==> config.mk <==
export PLATFORM = sky130hd
export DESIGN_NAME = ir_prefetch_queue_flat
export DESIGN_NICKNAME = d
export VERILOG_FILES = /design/src/rtl/ir_prefetch_queue_pkg.sv /design/src/rtl/ir_prefetch_queue_if.sv /design/src/rtl/ir_fifo_mem.sv /design/src/rtl/ir_prefetch_queue.sv /design/src/flat_wrapper.sv
export SDC_FILE = /design/constraint.sdc
export NUM_CORES = 1
export LEC_CHECK = 0
export CORE_MARGIN = 3
export CORE_UTILIZATION = 51
export CTS_CLUSTER_DIAMETER = 150
export DETAILED_ROUTE_END_ITERATION = 12
export GPL_TIMING_DRIVEN = 0
export PLACE_DENSITY_LB_ADDON = 0.05
export SYNTH_ARGS = -nofsm -noshare
export SYNTH_HDL_FRONTEND = slang
export SYNTH_SLANG_ARGS = --single-unit
==> constraint.sdc <==
create_clock -name clk -period 2.5 [get_ports clk]
set_input_delay 0.375 -clock clk [delete_from_list [all_inputs] [get_ports clk]]
set_output_delay 0.375 -clock clk [all_outputs]
set_load 0.02 [all_outputs]
==> src/rtl/ir_prefetch_queue_pkg.sv <==
// Processor-wide constants for the instruction prefetch path: default bus and
// instruction widths, opcode field width and the decoder's opcode encoding.
package ir_prefetch_queue_pkg;

    localparam int unsigned BusW    = 16;
    localparam int unsigned InstrW  = 8;
    localparam int unsigned OpcodeW = 4;

    // Opcode encoding shared with the control unit's decoder.
    typedef enum logic [OpcodeW-1:0] {
        OpNop   = 4'h0,
        OpLoad  = 4'h1,
        OpStore = 4'h2,
        OpAdd   = 4'h3,
        OpSub   = 4'h4,
        OpShr   = 4'h5,
        OpJmp   = 4'h6,
        OpJz    = 4'h7,
        OpIncA  = 4'h8,
        OpIncB  = 4'h9,
        OpHalt  = 4'hF
    } opcode_e;

    // Width of an occupancy counter able to hold 0..depth.
    function automatic int unsigned cnt_width(int unsigned depth);
        return $clog2(depth) + 1;
    endfunction

endpackage

==> src/rtl/ir_prefetch_queue_if.sv <==
// Bus-side and decoder-side signals of the instruction prefetch queue.
// master: the fetch/decode side driving the queue; slave: the queue itself.
interface ir_prefetch_queue_if
    import ir_prefetch_queue_pkg::*;
#(
    parameter int unsigned BUS_W    = BusW,
    parameter int unsigned INSTR_W  = InstrW,
    parameter int unsigned OPCODE_W = OpcodeW,
    parameter int unsigned DEPTH    = 4
) ();

    logic [BUS_W-1:0]             in_bus;
    logic                         write;
    logic                         decode;
    logic                         flush;
    logic [INSTR_W-1:0]           out_bus;
    logic [OPCODE_W-1:0]          opcode;
    logic [INSTR_W-OPCODE_W-1:0]  operand;
    logic                         valid;
    logic                         full;
    logic [$clog2(DEPTH):0]       count;
    logic                         overflow;

    modport master (
        output in_bus, write, decode, flush,
        input  out_bus, opcode, operand, valid, full, count, overflow
    );

    modport slave (
        input  in_bus, write, decode, flush,
        output out_bus, opcode, operand, valid, full, count, overflow
    );

endinterface

==> src/rtl/ir_fifo_mem.sv <==
// Circular instruction buffer: storage array plus read/write pointers that
// wrap modulo DEPTH. Flush resets both pointers and wins over push/pop.
module ir_fifo_mem
    import ir_prefetch_queue_pkg::*;
#(
    parameter int unsigned INSTR_W = InstrW,
    parameter int unsigned DEPTH   = 4
) (
    input  logic               clk,
    input  logic               rst_n,
    input  logic               push_i,
    input  logic               pop_i,
    input  logic               flush_i,
    input  logic [INSTR_W-1:0] wdata_i,
    output logic [INSTR_W-1:0] rdata_o
);

    localparam int unsigned PtrW = $clog2(DEPTH);

    logic [INSTR_W-1:0] mem_q [DEPTH];
    logic [PtrW-1:0]    wr_ptr_q, rd_ptr_q;

    // Pointer registers; natural binary wrap gives the modulo-DEPTH behaviour.
    always_ff @(posedge clk or negedge rst_n) begin
        if (!rst_n) begin
            wr_ptr_q <= '0;
            rd_ptr_q <= '0;
        end else if (flush_i) begin
            wr_ptr_q <= '0;
            rd_ptr_q <= '0;
        end else begin
            if (push_i) wr_ptr_q <= wr_ptr_q + PtrW'(1);
            if (pop_i)  rd_ptr_q <= rd_ptr_q + PtrW'(1);
        end
    end

    // Storage write at the write pointer; cleared on reset.
    always_ff @(posedge clk or negedge rst_n) begin
        if (!rst_n) begin
            for (int i = 0; i < int'(DEPTH); i++) mem_q[i] <= '0;
        end else if (push_i && !flush_i) begin
            mem_q[wr_ptr_q] <= wdata_i;
        end
    end

    assign rdata_o = mem_q[rd_ptr_q];

endmodule

==> src/rtl/ir_prefetch_queue.sv <==
// Instruction prefetch queue: buffers instruction words from the shared bus
// so fetch can run ahead of decode. Holds occupancy, flags, field split and
// the optional same-cycle bypass enabled by the IR_BYPASS_EN macro.
module ir_prefetch_queue
    import ir_prefetch_queue_pkg::*;
#(
    parameter int unsigned BUS_W    = BusW,
    parameter int unsigned INSTR_W  = InstrW,
    parameter int unsigned OPCODE_W = OpcodeW,
    parameter int unsigned DEPTH    = 4
) (
    input  logic                clk,
    input  logic                rst_n,
    ir_prefetch_queue_if.slave  bus
);

    localparam int unsigned CntW = cnt_width(DEPTH);

    logic [CntW-1:0]    count_q, count_d;
    logic               overflow_q, overflow_d;
    logic [INSTR_W-1:0] head;
    logic [INSTR_W-1:0] out_word;
    logic               out_valid;
    logic               empty, full, push, pop;

    assign empty = (count_q == '0);
    assign full  = (count_q == CntW'(DEPTH));

    ir_fifo_mem #(
        .INSTR_W (INSTR_W),
        .DEPTH   (DEPTH)
    ) u_mem (
        .clk     (clk),
        .rst_n   (rst_n),
        .push_i  (push),
        .pop_i   (pop),
        .flush_i (bus.flush),
        .wdata_i (bus.in_bus[INSTR_W-1:0]),
        .rdata_o (head)
    );

    // Push/pop qualification and the head word presented to the decoder.
    always_comb begin
        push      = bus.write && (!full || bus.decode);
        pop       = bus.decode && !empty;
        out_word  = empty ? '0 : head;
        out_valid = !empty;
`ifdef IR_BYPASS_EN
        // Empty queue: forward the bus word; if decoded now it is never stored.
        if (empty && bus.write && !bus.flush) begin
            out_word  = bus.in_bus[INSTR_W-1:0];
            out_valid = 1'b1;
            if (bus.decode) push = 1'b0;
        end
`endif
    end

    // Occupancy and sticky overflow next-state; flush clears both.
    always_comb begin
        count_d    = count_q;
        overflow_d = overflow_q;
        if (bus.flush) begin
            count_d    = '0;
            overflow_d = 1'b0;
        end else begin
            unique case ({push, pop})
                2'b10:   count_d = count_q + CntW'(1);
                2'b01:   count_d = count_q - CntW'(1);
                default: count_d = count_q;
            endcase
            if (bus.write && full && !bus.decode) overflow_d = 1'b1;
        end
    end

    // Occupancy and overflow registers.
    always_ff @(posedge clk or negedge rst_n) begin
        if (!rst_n) begin
            count_q    <= '0;
            overflow_q <= 1'b0;
        end else begin
            count_q    <= count_d;
            overflow_q <= overflow_d;
        end
    end

    if (BUS_W > INSTR_W) begin : g_unused_bus
        logic unused_bus_hi;
        assign unused_bus_hi = ^bus.in_bus[BUS_W-1:INSTR_W];
    end

    assign bus.out_bus  = out_word;
    assign bus.opcode   = out_word[INSTR_W-1 -: OPCODE_W];
    assign bus.operand  = out_word[INSTR_W-OPCODE_W-1:0];
    assign bus.valid    = out_valid;
    assign bus.full     = full;
    assign bus.count    = count_q;
    assign bus.overflow = overflow_q;

endmodule
==> src/flat_wrapper.sv <==
// flat-port wrapper written by rule: the top's interface ports become plain ports
module ir_prefetch_queue_flat import ir_prefetch_queue_pkg::*;
#(
    parameter int unsigned BUS_W    = BusW,
    parameter int unsigned INSTR_W  = InstrW,
    parameter int unsigned OPCODE_W = OpcodeW,
    parameter int unsigned DEPTH    = 4
)
  (clk, rst_n, bus_in_bus, bus_write, bus_decode, bus_flush, bus_out_bus, bus_opcode, bus_operand, bus_valid, bus_full, bus_count, bus_overflow);
  ir_prefetch_queue_if #(.BUS_W(BUS_W), .INSTR_W(INSTR_W), .OPCODE_W(OPCODE_W), .DEPTH(DEPTH)) bus_i ();
  input  logic clk;
  input  logic rst_n;
  input wire logic [$bits(bus_i.in_bus)-1:0] bus_in_bus;
  input wire logic [$bits(bus_i.write)-1:0] bus_write;
  input wire logic [$bits(bus_i.decode)-1:0] bus_decode;
  input wire logic [$bits(bus_i.flush)-1:0] bus_flush;
  output wire logic [$bits(bus_i.out_bus)-1:0] bus_out_bus;
  output wire logic [$bits(bus_i.opcode)-1:0] bus_opcode;
  output wire logic [$bits(bus_i.operand)-1:0] bus_operand;
  output wire logic [$bits(bus_i.valid)-1:0] bus_valid;
  output wire logic [$bits(bus_i.full)-1:0] bus_full;
  output wire logic [$bits(bus_i.count)-1:0] bus_count;
  output wire logic [$bits(bus_i.overflow)-1:0] bus_overflow;
  assign bus_i.in_bus = bus_in_bus;
  assign bus_i.write = bus_write;
  assign bus_i.decode = bus_decode;
  assign bus_i.flush = bus_flush;
  assign bus_out_bus = bus_i.out_bus;
  assign bus_opcode = bus_i.opcode;
  assign bus_operand = bus_i.operand;
  assign bus_valid = bus_i.valid;
  assign bus_full = bus_i.full;
  assign bus_count = bus_i.count;
  assign bus_overflow = bus_i.overflow;
  ir_prefetch_queue #(.BUS_W(BUS_W), .INSTR_W(INSTR_W), .OPCODE_W(OPCODE_W), .DEPTH(DEPTH)) u_core (.clk(clk), .rst_n(rst_n), .bus(bus_i));
endmodule
# Word-level counts from Yosys, hierarchy flattened
# Index checks and enable logic that the tools add are counted.
# Widths: inputs -> output; s select.
# op_classes
n_addsub	4
multipliers	0
div_mod_pow	0
n_lt_le_gt_ge	3
n_eq_ne	3
shifts	0
mux	15
bitwise	2
reduce_logical	16
# op_table
operator	count
$bwmux 32	1
$mux 8	4
$bmux 8 s2	1
$demux 8 s2	1
$mux 2	4
$ge 3x3->1 const B	2
$logic_and 1x1->1	6
$not 2->3	2
$pmux 3 s2	1
$reduce_bool 2->1	3
$add 2x1->2 const B	2
$logic_not 1->1	4
$add 3x1->3 const B	1
$eq 3x3->1 const B	1
$logic_not 3->1	1
$lt 3x1->1 const B	1
$mux 3	1
$reduce_bool 3->1	1
$sub 3x1->3 const B	1
$eq 2x1->1 const B	1
$eq 2x2->1 const B	1
$mux 1	2
$logic_or 1x1->1	1
# word_totals
reg_bits	40
latch_bits	0
mem_bits_rw	0
mem_bits_ro	0
inputBits	21
output_inout_bits	22
n_memories	0

# Depth between registers and ports, before layout
# depth
ltp_word	7
ltp_mapped	7
ltp_nobuf	6

# Modules after synthesis
# From an unflattened synthesis, not the netlist that was laid out.
# hier_totals
cells_unflattened	142
area_unflattened_um2	2065.7
# by_module_without_submodules
module	n_inst	cells_each	area_each_um2
ir_fifo_mem	1	98	1671.6
ir_prefetch_queue	1	44	394.1

# Worst setup path before layout
# OpenSTA, ideal clock, no wires.
# synth_timing
kind	reg-to-reg
start	register u_core.count_q[0] (netlist: u_core.bus.count[0])
end	register u_core.count_q[2] (netlist: u_core.bus.count[2])
setup_time_ns	0.134
t_arrival_ns	2.135
required_time_ns	2.366
slack_ns	0.231
stages_incl_launch_ff	8
n_path_buf	1
period_less_slack_ns	2.269
cell_sequence	dfrtp_1 buf_2 o31ai_1 nor2_1 fa_1 or3b_2 nand3_1 a31oi_1
# synth_between
elab_chain_cells	7
elab_cells_between_ends	14
cone_classes	add/sub (2); eq/ne (3); mux (2); reduce/logical (7)
# synth_lines
element	line	rtl
from (decl)	ir_prefetch_queue.sv:19	logic [CntW-1:0] count_q, count_d;
from (signal assigned)	ir_prefetch_queue.sv:81	count_q <= count_d;
$eq 3x3->1	ir_prefetch_queue.sv:27	assign full = (count_q == CntW'(DEPTH));
$logic_not 1->1	ir_prefetch_queue.sv:44	push = bus.write && (!full || bus.decode);
$logic_or 1x1->1	ir_prefetch_queue.sv:44	
$logic_and 1x1->1	ir_prefetch_queue.sv:44	
$eq 2x1->1 / $eq 2x2->1 (equally long branches)	ir_prefetch_queue.sv:66	unique case ({push, pop})
$pmux 3 s2	ir_prefetch_queue.sv:66	
$mux 3	ir_prefetch_queue.sv:62	if (bus.flush) begin
# Parallel ways exist; a longest one is shown, timed or not.
# A chain may end at the register's enable or synchronous reset.

# Final worst setup path
# layout_timing
start	register u_core.u_mem.rd_ptr_q[0]
end	output bus_opcode[1]
# layout_between
elab_chain_cells	5
# layout_lines
element	line	rtl
from (decl)	ir_fifo_mem.sv:21	logic [PtrW-1:0] wr_ptr_q, rd_ptr_q;
from (signal assigned)	ir_fifo_mem.sv:33	if (pop_i) rd_ptr_q <= rd_ptr_q + PtrW'(1);
$not 2->3 (implied by the code)	ir_fifo_mem.sv:46	assign rdata_o = mem_q[rd_ptr_q];
$bmux 8 s2	ir_fifo_mem.sv:46	
$mux 8 (implied by the code) (2 in a row)	ir_fifo_mem.sv:46	
$mux 8	ir_prefetch_queue.sv:46	out_word = empty ? '0 : head;
to (decl)	flat_wrapper.sv:18	output wire logic [$bits(bus_i.opcode)-1:0] bus_opcode;
# No other way between the ends. The select of a mux whose other input is x is not followed.

==> reports/summary.txt <==
Clock Skews -> 0.00377 ns
Number of I/O pins -> 43
Post-detailed-routing wire length -> 4200 um
Total via count in the routed design -> 1414
Unique cell type count in the Yosys netlist -> 34
Global Route Usage Sum -> 0.194
Average cell area after synthesis -> 13.0 um^2
Most used DFF post-synth -> dfrtp_1
Slowest cell on the critical path -> clkdlybuf4s50_1
Switching portion of total power -> 0.302
Clock latency reported for the late side of the worst-skew pair -> 0.29 ns
Final worst setup slack -> 0.0785 ns
Share of cell area taken by muxes after synthesis -> 0.256
Core Box Area -> 3850 um^2
Top area cells in the synthesized netlist -> dfrtp_1, mux2_2, mux4_2
Number of buffers on the longest clock path -> 2
Length of the first detailed-routing pass in iterations -> 4
Slew @ Worst Pin -> 0.869 ns
Setup-failing EPs final -> 0
Power per Cell Area -> 742 nW/um^2
Depth of the CTS H-tree -> 2
Internal -> 1.37 mW
Relative slew slack -> 0.420
Fmax achieved -> 413 MHz
Share of the yosys chip area belonging to registers -> 0.465
Inserted Clock Buffers -> 5
RSZ-0062 raised after global routing -> no
Vias per std cell -> 5.59
NetSw -> 593 uW
Number of standard cells after synthesis -> 166
Hold Fails Final Rpt -> 0
Leakage power total -> 1.26 nW
Global-route wire length before repair -> 7490 um
Minimum clock period -> 2.42 ns
Number of flops mapped to enable cells by yosys -> 0
Final instance area -> 2640 um^2
Register-to-register setup slack -> 0.14 ns
Clock share of power -> 0.213
Diode insertion count for antenna repair -> 0
Number of design rule violations left after detail routing -> 0
Share of the cycle needed by the critical path after routing -> 0.969
Fraction of the mapped netlist area in compound gates -> 0.0494
Final count of pins violating max slew -> 0
Cell type with the highest aggregate area in the netlist -> dfrtp_1
Data required time at the worst endpoint -> 2.12 ns
Fraction of the core area covered by cells at the end of the flow -> 0.686
Area Overhead vs Synth -> 22.8%
Final std cells w/o fill -> 253
DIE AREA -> 5040 um^2
Total congestion overflow after global routing -> 0
Placed cell area -> 2540 um^2
Kind of capture point of the worst setup path -> output port
Worst Hold Class -> input pin to asynchronous set/reset pin
Vias in the first global route -> 1482
Count of clock tree sinks -> 40
Clock slew at reported path FFs -> 0.07 ns
Startpoint type of the worst setup path -> flop
Critical-path cell list -> buf_6, mux4_2, and2_1, clkdlybuf4s50_1
Cell chosen for the clock root -> clkbuf_8
Warnings from Yosys -> 0
Setup WS pre-CTS -> -0.175 ns
Flop pwr share -> 0.445
CP Max Fanout -> 10
Vertical die dimension -> 71.0 um
Overall die width -> 71.0 um
Proportion of netlist area held by the largest area contributor -> 0.465
Mapped Area -> 2150 um^2
Result of the run -> completed
Post-synthesis async set-or-reset flop share -> 1.00
Post-DR wirelength/cell -> 16.6 um
HPWL after detailed placement -> 3060 um
Share of the synthesized netlist area taken by xor and xnor gates -> 0.0122
Area share of fa/ha/maj cells after synthesis -> 0.0325
Number of nets in the final layout -> 230
Largest voltage drop on the vdd net -> 0.519 mV
Number of antenna violations at the first check in global routing -> 0
Number of routed nets with antenna violations -> 0
First-iteration detailed-routing DRC count -> 76
Crit path kind -> flop to output port
Final Wtd Congestion -> 0.836
Dominant combinational cell family by area after synthesis -> multiplexers
Simple-Gate Fraction of Synth Area -> 0.122
Combinational cell fraction of total power -> 0.342
Net count after synthesis -> 192
Placed Cells -> 247
Crit path DAT -> 2.05 ns
Port Buffer Count -> 33
Highest cell delay on the worst timing path -> 0.53 ns
Core Rows -> 22
Pin count of the biggest net entering global routing -> 41
Proportion of layout cells with a drive suffix above 1 -> 0.337
TritonCTS clock tree -> built
Number of register bits inferred by synthesis -> 40
Initial cell density of the core -> 0.559
Count of maximum capacitance violations -> 0
-- power by group through the flow --
stage          Clock, mW  Sequential (mW)  Combinational, mW
3_3_place_gp           0            0.865              0.684
2_1_floorplan          0            0.862              0.468
3_5_place_dp           0            0.881              0.707
5_1_grt            0.464            0.895              0.732
4_1_cts            0.429            0.872              0.688
6_report           0.418            0.872              0.671
-- cell usage in the layout (no fill, tap or decap), types with 3 or more instances in the layout --
cell             instances
and2_1                   8
dfrtp_1                 40
buf_2                    4
nand2b_1                 5
o21ai_0                  3
mux4_2                   8
mux2_2                  30
dlygate4sd2_1            8
nor2_1                   7
clkdlybuf4s50_1         17
nand3_1                  4
dlymetal6s2s_1           7
xor2_1                   3
inv_1                    5
a21oi_1                  5
buf_4                    9
clkbuf_8                 5
nand3_4                  4
ha_1                     4
-- cell families after synthesis --
logic type / Yosys count
compound gates: 16
flops: 40
xor+xnor: 3
simple gates: 37
mux: 41
fa+ha+maj: 5
buf+inv: 24
-- critical path, delay by kind of cell, from the launching register on --
family | cells | cell delay (ns)
buf+inv | 2 | 0.72
mux | 1 | 0.51
flops | 1 | 0.35
simple gates | 1 | 0.18
-- sequential cells by signal (all words and copies together) (netlist names) --
| name | cells |
|---|---|
| u_core.u_mem.mem_q | 32 |
| u_core.u_mem.wr_ptr_q | 2 |
| u_core.u_mem.rd_ptr_q | 2 |
| u_core.bus.overflow | 1 |
| u_core.bus.count | 3 |
-- per-layer routing --
layer	wire (um)	track usage	part of all wire	up-vias
li1	-	-	-	669
met1	1760	0.237	0.42	711
met2	2220	0.338	0.53	28
met3	167	0.0497	0.040	6
met4	55	0.0564	0.013	0
met5	0	0	0	-
-- stage by stage --
stage                     hold WS (ns)  power, mW  TNS, ns
final                            0.197       1.96        0
after global routing             0.263       2.09        0
after CTS                        0.231       1.99        0
after detailed placement         0.475       1.59   -0.280
after global placement           0.468       1.55   -0.142
after floorplan                 0.0794       1.33        0
-- timing repair --
| item | 4_1_cts | 5_1_grt |
|---|---|---|
| setup buffers | 0 | 0 |
| pin swaps | 0 | 0 |
| gates resized for setup | 11 | 10 |
| setup endpoints to repair | 16 | 9 |
| hold buffers | 0 | 0 |
-- area by class of cell --
class / instances / area (um^2)
Timing Repair Buffer: 33 / 333
Fill cell: 293 / 1210
Multi-Input combinational cell: 102 / 1030
Buffer: 17 / 118
Inverter: 5 / 18.8
Clock buffer: 5 / 68.8
Tap cell: 48 / 60.1
Sequential cell: 40 / 1000
Clock inverter: 3 / 18.8
-- Yosys cell counts, drive strengths merged, types with 4 or more instances --
cell and count:
ha 4, mux2 32, mux4 8, buf 14, nor2 7, clkbuf 5, a21oi 5, inv 5
nand2b 5, dfrtp 40, and2 8, nand3 8
-- path summary, 6_finish.rpt --
check	startpoint	end	depth (start not counted)
min in group clk	bus_flush	u_core.u_mem.rd_ptr_q[1]$_DFFE_PN0P_	2
max in group asynchronous	rst_n	u_core.bus.count[0]$_DFFE_PN0P_	1
min	rst_n	u_core.bus.count[2]$_DFFE_PN0P_	1
max	u_core.u_mem.rd_ptr_q[0]$_DFFE_PN0P_	bus_opcode[1]	4
max reg2reg	u_core.bus.count[0]$_DFFE_PN0P_	u_core.bus.count[2]$_DFFE_PN0P_	7
min reg2reg	u_core.u_mem.mem_q[11]$_DFFE_PN0P_	u_core.u_mem.mem_q[11]$_DFFE_PN0P_	1
Power figures use the tool's default switching activity.
==> RTL edit 1: new RTL, config.mk and constraints unchanged <==
Build with the macro `IR_BYPASS_EN` defined.
--- a/src/rtl/ir_prefetch_queue.sv
+++ b/src/rtl/ir_prefetch_queue.sv
@@ -2,4 +2,6 @@
 // so fetch can run ahead of decode. Holds occupancy, flags, field split and
 // the optional same-cycle bypass enabled by the IR_BYPASS_EN macro.
+`define IR_BYPASS_EN
+
 module ir_prefetch_queue
     import ir_prefetch_queue_pkg::*;
Formal check against the unedited RTL: not equivalent (Yosys sat finds a counterexample within 4 cycles, from zero or initial values and one cycle with rst_n low).
==> RTL edit 1 against the original RTL <==
Sequential cell count is the same. Wire length grew 13%. Worst setup slack gained 26 ps. Sequential power up 8.7%. Worst hold slack got worse by 6.4 ps. First-iteration DRC count down 47%. Sequential share of layout area decreased by 2.2 points. Power increased by 19%. Non-clock buffer count increased by 5. Design area rose by 6.2%. Synthesized area up 4.9%. Count of clock-buffer cells in the layout rose by 1. Highest routed layer unchanged.
==> RTL edit 1: results (changes against the original RTL) <==
<table>
<tr><th>Metric</th><th>Value</th></tr>
<tr><th colspan="2">Routing</th></tr>
<tr><td>Total routed wirelength</td><td>4756 µm (+13%)</td></tr>
<tr><td>Number of vias per cell after detailed routing</td><td>5.566 (-0.40%)</td></tr>
<tr><td>Detailed Route Iter0 Violations</td><td>40 (-47%)</td></tr>
<tr><th colspan="2">Run status</th></tr>
<tr><td>Result of the run</td><td>finished clean</td></tr>
<tr><th colspan="2">Cells and area</th></tr>
<tr><td>Count of nets after finishing</td><td>254 (+10%)</td></tr>
<tr><th colspan="2">Timing</th></tr>
<tr><td>Worst slew margin</td><td>0.4090 (-0.01139)</td></tr>
<tr><td>Fin Clk Skew</td><td>6.585 ps (+2.813 ps)</td></tr>
<tr><td>Final worst hold slack</td><td>190.7 ps (-6.449 ps)</td></tr>
<tr><td>Worst Setup Slack, final</td><td>104.3 ps (+25.79 ps)</td></tr>
<tr><th colspan="2">Synth</th></tr>
<tr><td>Proportion of synthesized chip area in sequential cells</td><td>0.4430 (-0.02188)</td></tr>
<tr><td>Leading cell types by total area after synthesis</td><td>dfrtp_1, mux2_1, mux4_2</td></tr>
<tr><td>Area share of the leading cell type in the synthesized netlist</td><td>0.4430 (-0.02188)</td></tr>
<tr><td>Top cell types by occurrence after synthesis</td><td>dfrtp_1, mux2_1, nand2_1</td></tr>
<tr><td>Unique cell type count in the Yosys netlist</td><td>41 (+21%)</td></tr>
<tr><td>Post-Syn Nets</td><td>210 (+9.4%)</td></tr>
<tr><th colspan="2">Setup path</th></tr>
<tr><td>Longest individual stage delay on the worst path</td><td>470 ps (-60 ps)</td></tr>
<tr><td>Data arrival time of the critical path</td><td>2020 ps (-30 ps)</td></tr>
<tr><td>Slowest stage cell, crit path</td><td>or3_4</td></tr>
<tr><td>Startpoint of the worst-slack reg-to-reg timing path</td><td>u_core.bus.count[0]$_DFFE_PN0P_</td></tr>
<tr><th colspan="2">Clocking</th></tr>
<tr><td>Clock latency of the later-clocked register in the worst-skew pair</td><td>300 ps</td></tr>
<tr><th colspan="2">Power</th></tr>
<tr><td>Worst voltage drop across the vdd grid</td><td>459.9 µV (-11%)</td></tr>
<tr><td>Leakage</td><td>1.305 nW (+3.5%)</td></tr>
<tr><th colspan="2">Placement</th></tr>
<tr><td>RePlAce Congestion</td><td>0.8040 (-3.8%)</td></tr>
<tr><td>Pre-CTS WS</td><td>-291.2 ps (-116.4 ps)</td></tr>
<tr><td>DP Wirelength</td><td>3319 µm (+8.5%)</td></tr>
<tr><td>Number of port buffers</td><td>34 (+3.0%)</td></tr>
<tr><th colspan="2">GRT</th></tr>
<tr><td>Antenna violations before repair</td><td>0 (unchanged)</td></tr>
<tr><td>Vias in the first global route</td><td>1634 (+10%)</td></tr>
</table>
[RTL edit 1: area by class of cell]
type,instances,area [µm²]
Fill cell,338,1336
Clock buffer,6,72.57
Tap cell,50,62.56
Buffer,16,106.4
Timing Repair Buffer,39,355.3
Sequential cell,40,1002
Inverter,4,15.01
Clock inverter,2,35.03
Multi-Input combinational cell,122,1159
[RTL edit 1: report_power, final]
part | internal, mW | leakage [nW] | switching [mW]
clock | 0.296 | 0.0552 | 0.226
sequential | 0.846 | 0.514 | 0.101
combinational | 0.449 | 0.736 | 0.410
[RTL edit 1: logic make-up (layout without fill, tap and decap cells)]
family	count (synthesis)	count (layout)	synth area share
buffers and inverters	22	67	0.05370
AND/OR/NAND/NOR	54	54	0.1263
XOR/XNOR	5	5	0.02769
AO/OA/AOI/OAI	16	16	0.06811
adder cells (fa/ha/maj)	5	5	0.03101
multiplexers	42	42	0.2503
flip-flops	40	40	0.4430
[RTL edit 1: metrics by stage]
stage / power [mW] / utilization / TNS [ps] / std cells / area, µm²
3_3_place_gp: 1.801 / 0.6425 / -3853 / 268 / 2663
6_report: 2.329 / 0.6775 / 0 / 279 / 2808
3_5_place_dp: 1.849 / 0.6413 / -3828 / 268 / 2658
5_1_grt: 2.472 / 0.6775 / 0 / 279 / 2808
2_1_floorplan: 1.522 / - / 0 / 184 / 2260
4_1_cts: 2.341 / 0.6706 / 0 / 276 / 2779
[RTL edit 1: worst max path at each step]
stage / start / to / cells after the start
final: u_core.bus.count[0]$_DFFE_PN0P_ / bus_out_bus[3] / 6
after global routing: u_core.bus.count[0]$_DFFE_PN0P_ / bus_out_bus[3] / 6
after CTS: bus_write / bus_valid / 5
after detailed placement: bus_write / bus_out_bus[0] / 7
after global placement: bus_write / bus_out_bus[0] / 7
after floorplan: u_core.bus.count[2]$_DFFE_PN0P_ / u_core.bus.count[2]$_DFFE_PN0P_ / 7
[RTL edit 1: worst register-to-register path: cells and delay by family, from the launching register on]
family                     cells  cell delay, ps
and+or+nand+nor                3             700
AOI/OAI and AO/OA              2             420
adders and majority gates      1             460
buffers and inverters          1             230
DFF                            1             430
[RTL edit 1: repair_timing]
action	4_1_cts	5_1_grt
hold endpoints to repair	0	0
setup buffers	2	3
resized for setup	23	4
endpoints found under the setup margin	19	7
pin swaps	1	2
[RTL edit 1: per-layer routing]
| layer | global-route usage | share of wire | routed length [µm] | vias to the layer above |
|---|---|---|---|---|
| met5 | 0 | 0 | 0 | - |
| met4 | 0.05533 | 0.0074 | 35 | 0 |
| met3 | 0.04571 | 0.035 | 165 | 5 |
| met2 | 0.3507 | 0.53 | 2516 | 34 |
| met1 | 0.2602 | 0.43 | 2039 | 776 |
| li1 | - | - | - | 738 |
==> RTL edit 2: new RTL, same flow settings <==
Without the edit above. Make the reset (`rst_n`) synchronous in 3 clocked blocks.
--- a/src/rtl/ir_fifo_mem.sv
+++ b/src/rtl/ir_fifo_mem.sv
@@ -22,5 +22,5 @@
 
     // Pointer registers; natural binary wrap gives the modulo-DEPTH behaviour.
-    always_ff @(posedge clk or negedge rst_n) begin
+    always_ff @(posedge clk) begin
         if (!rst_n) begin
             wr_ptr_q <= '0;
@@ -36,5 +36,5 @@
 
     // Storage write at the write pointer; cleared on reset.
-    always_ff @(posedge clk or negedge rst_n) begin
+    always_ff @(posedge clk) begin
         if (!rst_n) begin
             for (int i = 0; i < int'(DEPTH); i++) mem_q[i] <= '0;
--- a/src/rtl/ir_prefetch_queue.sv
+++ b/src/rtl/ir_prefetch_queue.sv
@@ -74,5 +74,5 @@
 
     // Occupancy and overflow registers.
-    always_ff @(posedge clk or negedge rst_n) begin
+    always_ff @(posedge clk) begin
         if (!rst_n) begin
             count_q    <= '0;
Function: differs if rst_n is asserted again (counterexample within 4 cycles, from zero or initial values and one cycle with rst_n low); with rst_n held inactive, the same outputs for 10 cycles.
==> RTL edit 2 against the original RTL <==
Wire length is 0.40% lower. Largest cell class is now flip-flops and latches. Highest routed layer unchanged. Synthesized cell count is 6.0% lower. Design area is 0.66% lower. Sequential cell count is 2 higher. Synthesized area is 3.9% lower. Utilization is 0.53 points higher. Maximum frequency is 1.2% higher. Worst setup slack better by 29 ps. Non-clock buffer count is 3 higher.
Power is not compared: it rests on default switching activity, and its combinational part moved more than twofold at a synthesized area within 25%.
==> RTL edit 2: results (changes against the original RTL) <==
<table>
<tr><th>Metric</th><th>Value</th></tr>
<tr><th colspan="2">Setup path</th></tr>
<tr><td>Startpoint of the worst-slack reg-to-reg timing path</td><td>u_core.bus.count[1]$_SDFFE_PP0P_</td></tr>
<tr><td>Biggest fanout along the worst timing path</td><td>8 (-2)</td></tr>
<tr><td>Depth of the worst register-to-register path</td><td>8 (+1)</td></tr>
<tr><td>Data arrival time of the critical path</td><td>2020 ps (-30 ps)</td></tr>
<tr><td>Endpoint of the worst register-to-register path</td><td>u_core.bus.count[2]$_SDFFE_PP0P_</td></tr>
<tr><th colspan="2">Placement</th></tr>
<tr><td>Number of port buffers</td><td>34 (+3.0%)</td></tr>
<tr><td>RePlAce Congestion</td><td>0.7801 (-6.6%)</td></tr>
<tr><td>DP Wirelength</td><td>2979 µm (-2.6%)</td></tr>
<tr><td>Instance area at placement</td><td>2500 µm² (-1.5%)</td></tr>
<tr><th colspan="2">Routing</th></tr>
<tr><td>Detailed Route Iter0 Violations</td><td>70 (-7.9%)</td></tr>
<tr><td>Drt pass-1 iters</td><td>4 (unchanged)</td></tr>
<tr><td>WL/cell</td><td>16.86 µm (+1.6%)</td></tr>
<tr><td>Number of vias per cell after detailed routing</td><td>5.669 (+1.4%)</td></tr>
<tr><th colspan="2">Synth</th></tr>
<tr><td>Count of flip-flops with a built-in enable after synthesis</td><td>32 (+32)</td></tr>
<tr><td>Post-Syn Nets</td><td>179 (-6.8%)</td></tr>
<tr><td>Unique cell type count in the Yosys netlist</td><td>32 (-5.9%)</td></tr>
<tr><td>Top cell types by occurrence after synthesis</td><td>edfxtp_1, and3_1, nor2b_1</td></tr>
<tr><td>Leading cell types by total area after synthesis</td><td>edfxtp_1, dfxtp_1, mux4_2</td></tr>
<tr><td>Proportion of synthesized chip area in sequential cells</td><td>0.5611 (+0.09622)</td></tr>
<tr><td>Share of synthesized registers carrying an async set or reset</td><td>0 (-1.000)</td></tr>
<tr><td>Dominant register cell in the synthesized netlist</td><td>edfxtp_1</td></tr>
<tr><th colspan="2">GRT</th></tr>
<tr><td>Wire length of the first global-routing pass</td><td>6851 µm (-8.6%)</td></tr>
<tr><td>Largest net degree at the start of global routing</td><td>14 (-66%)</td></tr>
<tr><td>Vias in the first global route</td><td>1370 (-7.6%)</td></tr>
<tr><th colspan="2">Timing</th></tr>
<tr><td>Worst slew margin</td><td>0.1132 (-0.3072)</td></tr>
<tr><th colspan="2">Run status</th></tr>
<tr><td>Result of the run</td><td>finished clean</td></tr>
<tr><th colspan="2">Min path</th></tr>
<tr><td>Path type of the worst min-delay path</td><td>flop to flop</td></tr>
<tr><th colspan="2">Cells and area</th></tr>
<tr><td>Count of nets after finishing</td><td>222 (-3.5%)</td></tr>
</table>
==> RTL edit 2: layout make-up <==
class                      count  area [µm²]
buffer                        16       106.4
clock buffer                   7       86.33
clock inverter                 1       30.03
fill                         287        1172
inverter                       6       22.52
multi-input combinational     91       803.3
sequential                    42        1164
tap                           48       60.06
timing repair buffer          37       354.1
==> RTL edit 2: critical path: cells and delay by family, from the launching register on <==
family	cells	cell delay, ps
buffers and inverters	2	740
AND/OR/NAND/NOR	1	150
flip-flops	1	310
multiplexers	1	510
==> RTL edit 2: cells by family (layout without fill, tap and decap cells) <==
kind of cell	Yosys count	count (layout)	share of synthesized area
compound gates	14	14	0.04111
xor+xnor	2	2	0.008466
fa+ha+maj	2	2	0.01572
buf+inv	23	67	0.06227
flops	42	42	0.5611
mux	8	8	0.08706
simple gates	65	65	0.2243
==> RTL edit 2: repair_timing <==
item                                    CTS  global route
endpoints found under the hold margin     0             0
pin swaps                                 0             0
endpoints found under the setup margin   19            14
resized for setup                        14             4
==> RTL edit 2: power groups by stage <==
stage / Combinational (mW) / Clock (mW) / Sequential, mW
global placement: 0.183 / 0 / 0.807
CTS: 0.190 / 0.558 / 0.792
finish: 0.188 / 0.557 / 0.793
global route: 0.204 / 0.593 / 0.796
detailed placement: 0.193 / 0 / 0.808
floorplan: 0.106 / 0 / 0.806
==> RTL edit 2: per-layer routing <==
layer  track usage  wire [µm]  vias to the layer above  share of wire
li1              -          -                      655              -
met1        0.2350       1705                      699           0.41
met2        0.3030       2185                       41           0.52
met3       0.04203        204                       11          0.049
met4       0.07021         87                        0          0.021
met5             0          0                        -              0
==> RTL edit 2: worst max path at each step <==
stage / startpoint / to / cells past startpoint
CTS: flop / bus_opcode[0] / 4
finish: flop / bus_operand[3] / 4
global placement: bus_decode / u_core.u_mem.mem_q[0][2]$_SDFFCE_PN0P_ / 4
floorplan: u_core.bus.count[2]$_SDFFE_PP0P_ / u_core.bus.count[2]$_SDFFE_PP0P_ / 8
global route: flop / bus_opcode[3] / 4
detailed placement: bus_decode / u_core.bus.count[2]$_SDFFE_PP0P_ / 9
==> RTL edit 2: metrics by stage <==
step                      setup slack [ps]  std cells
after floorplan                      10.41        156
after global placement              -660.0        238
after detailed placement            -576.1        241
after CTS                            69.71        248
after global routing                 4.745        248
final                                107.3        248
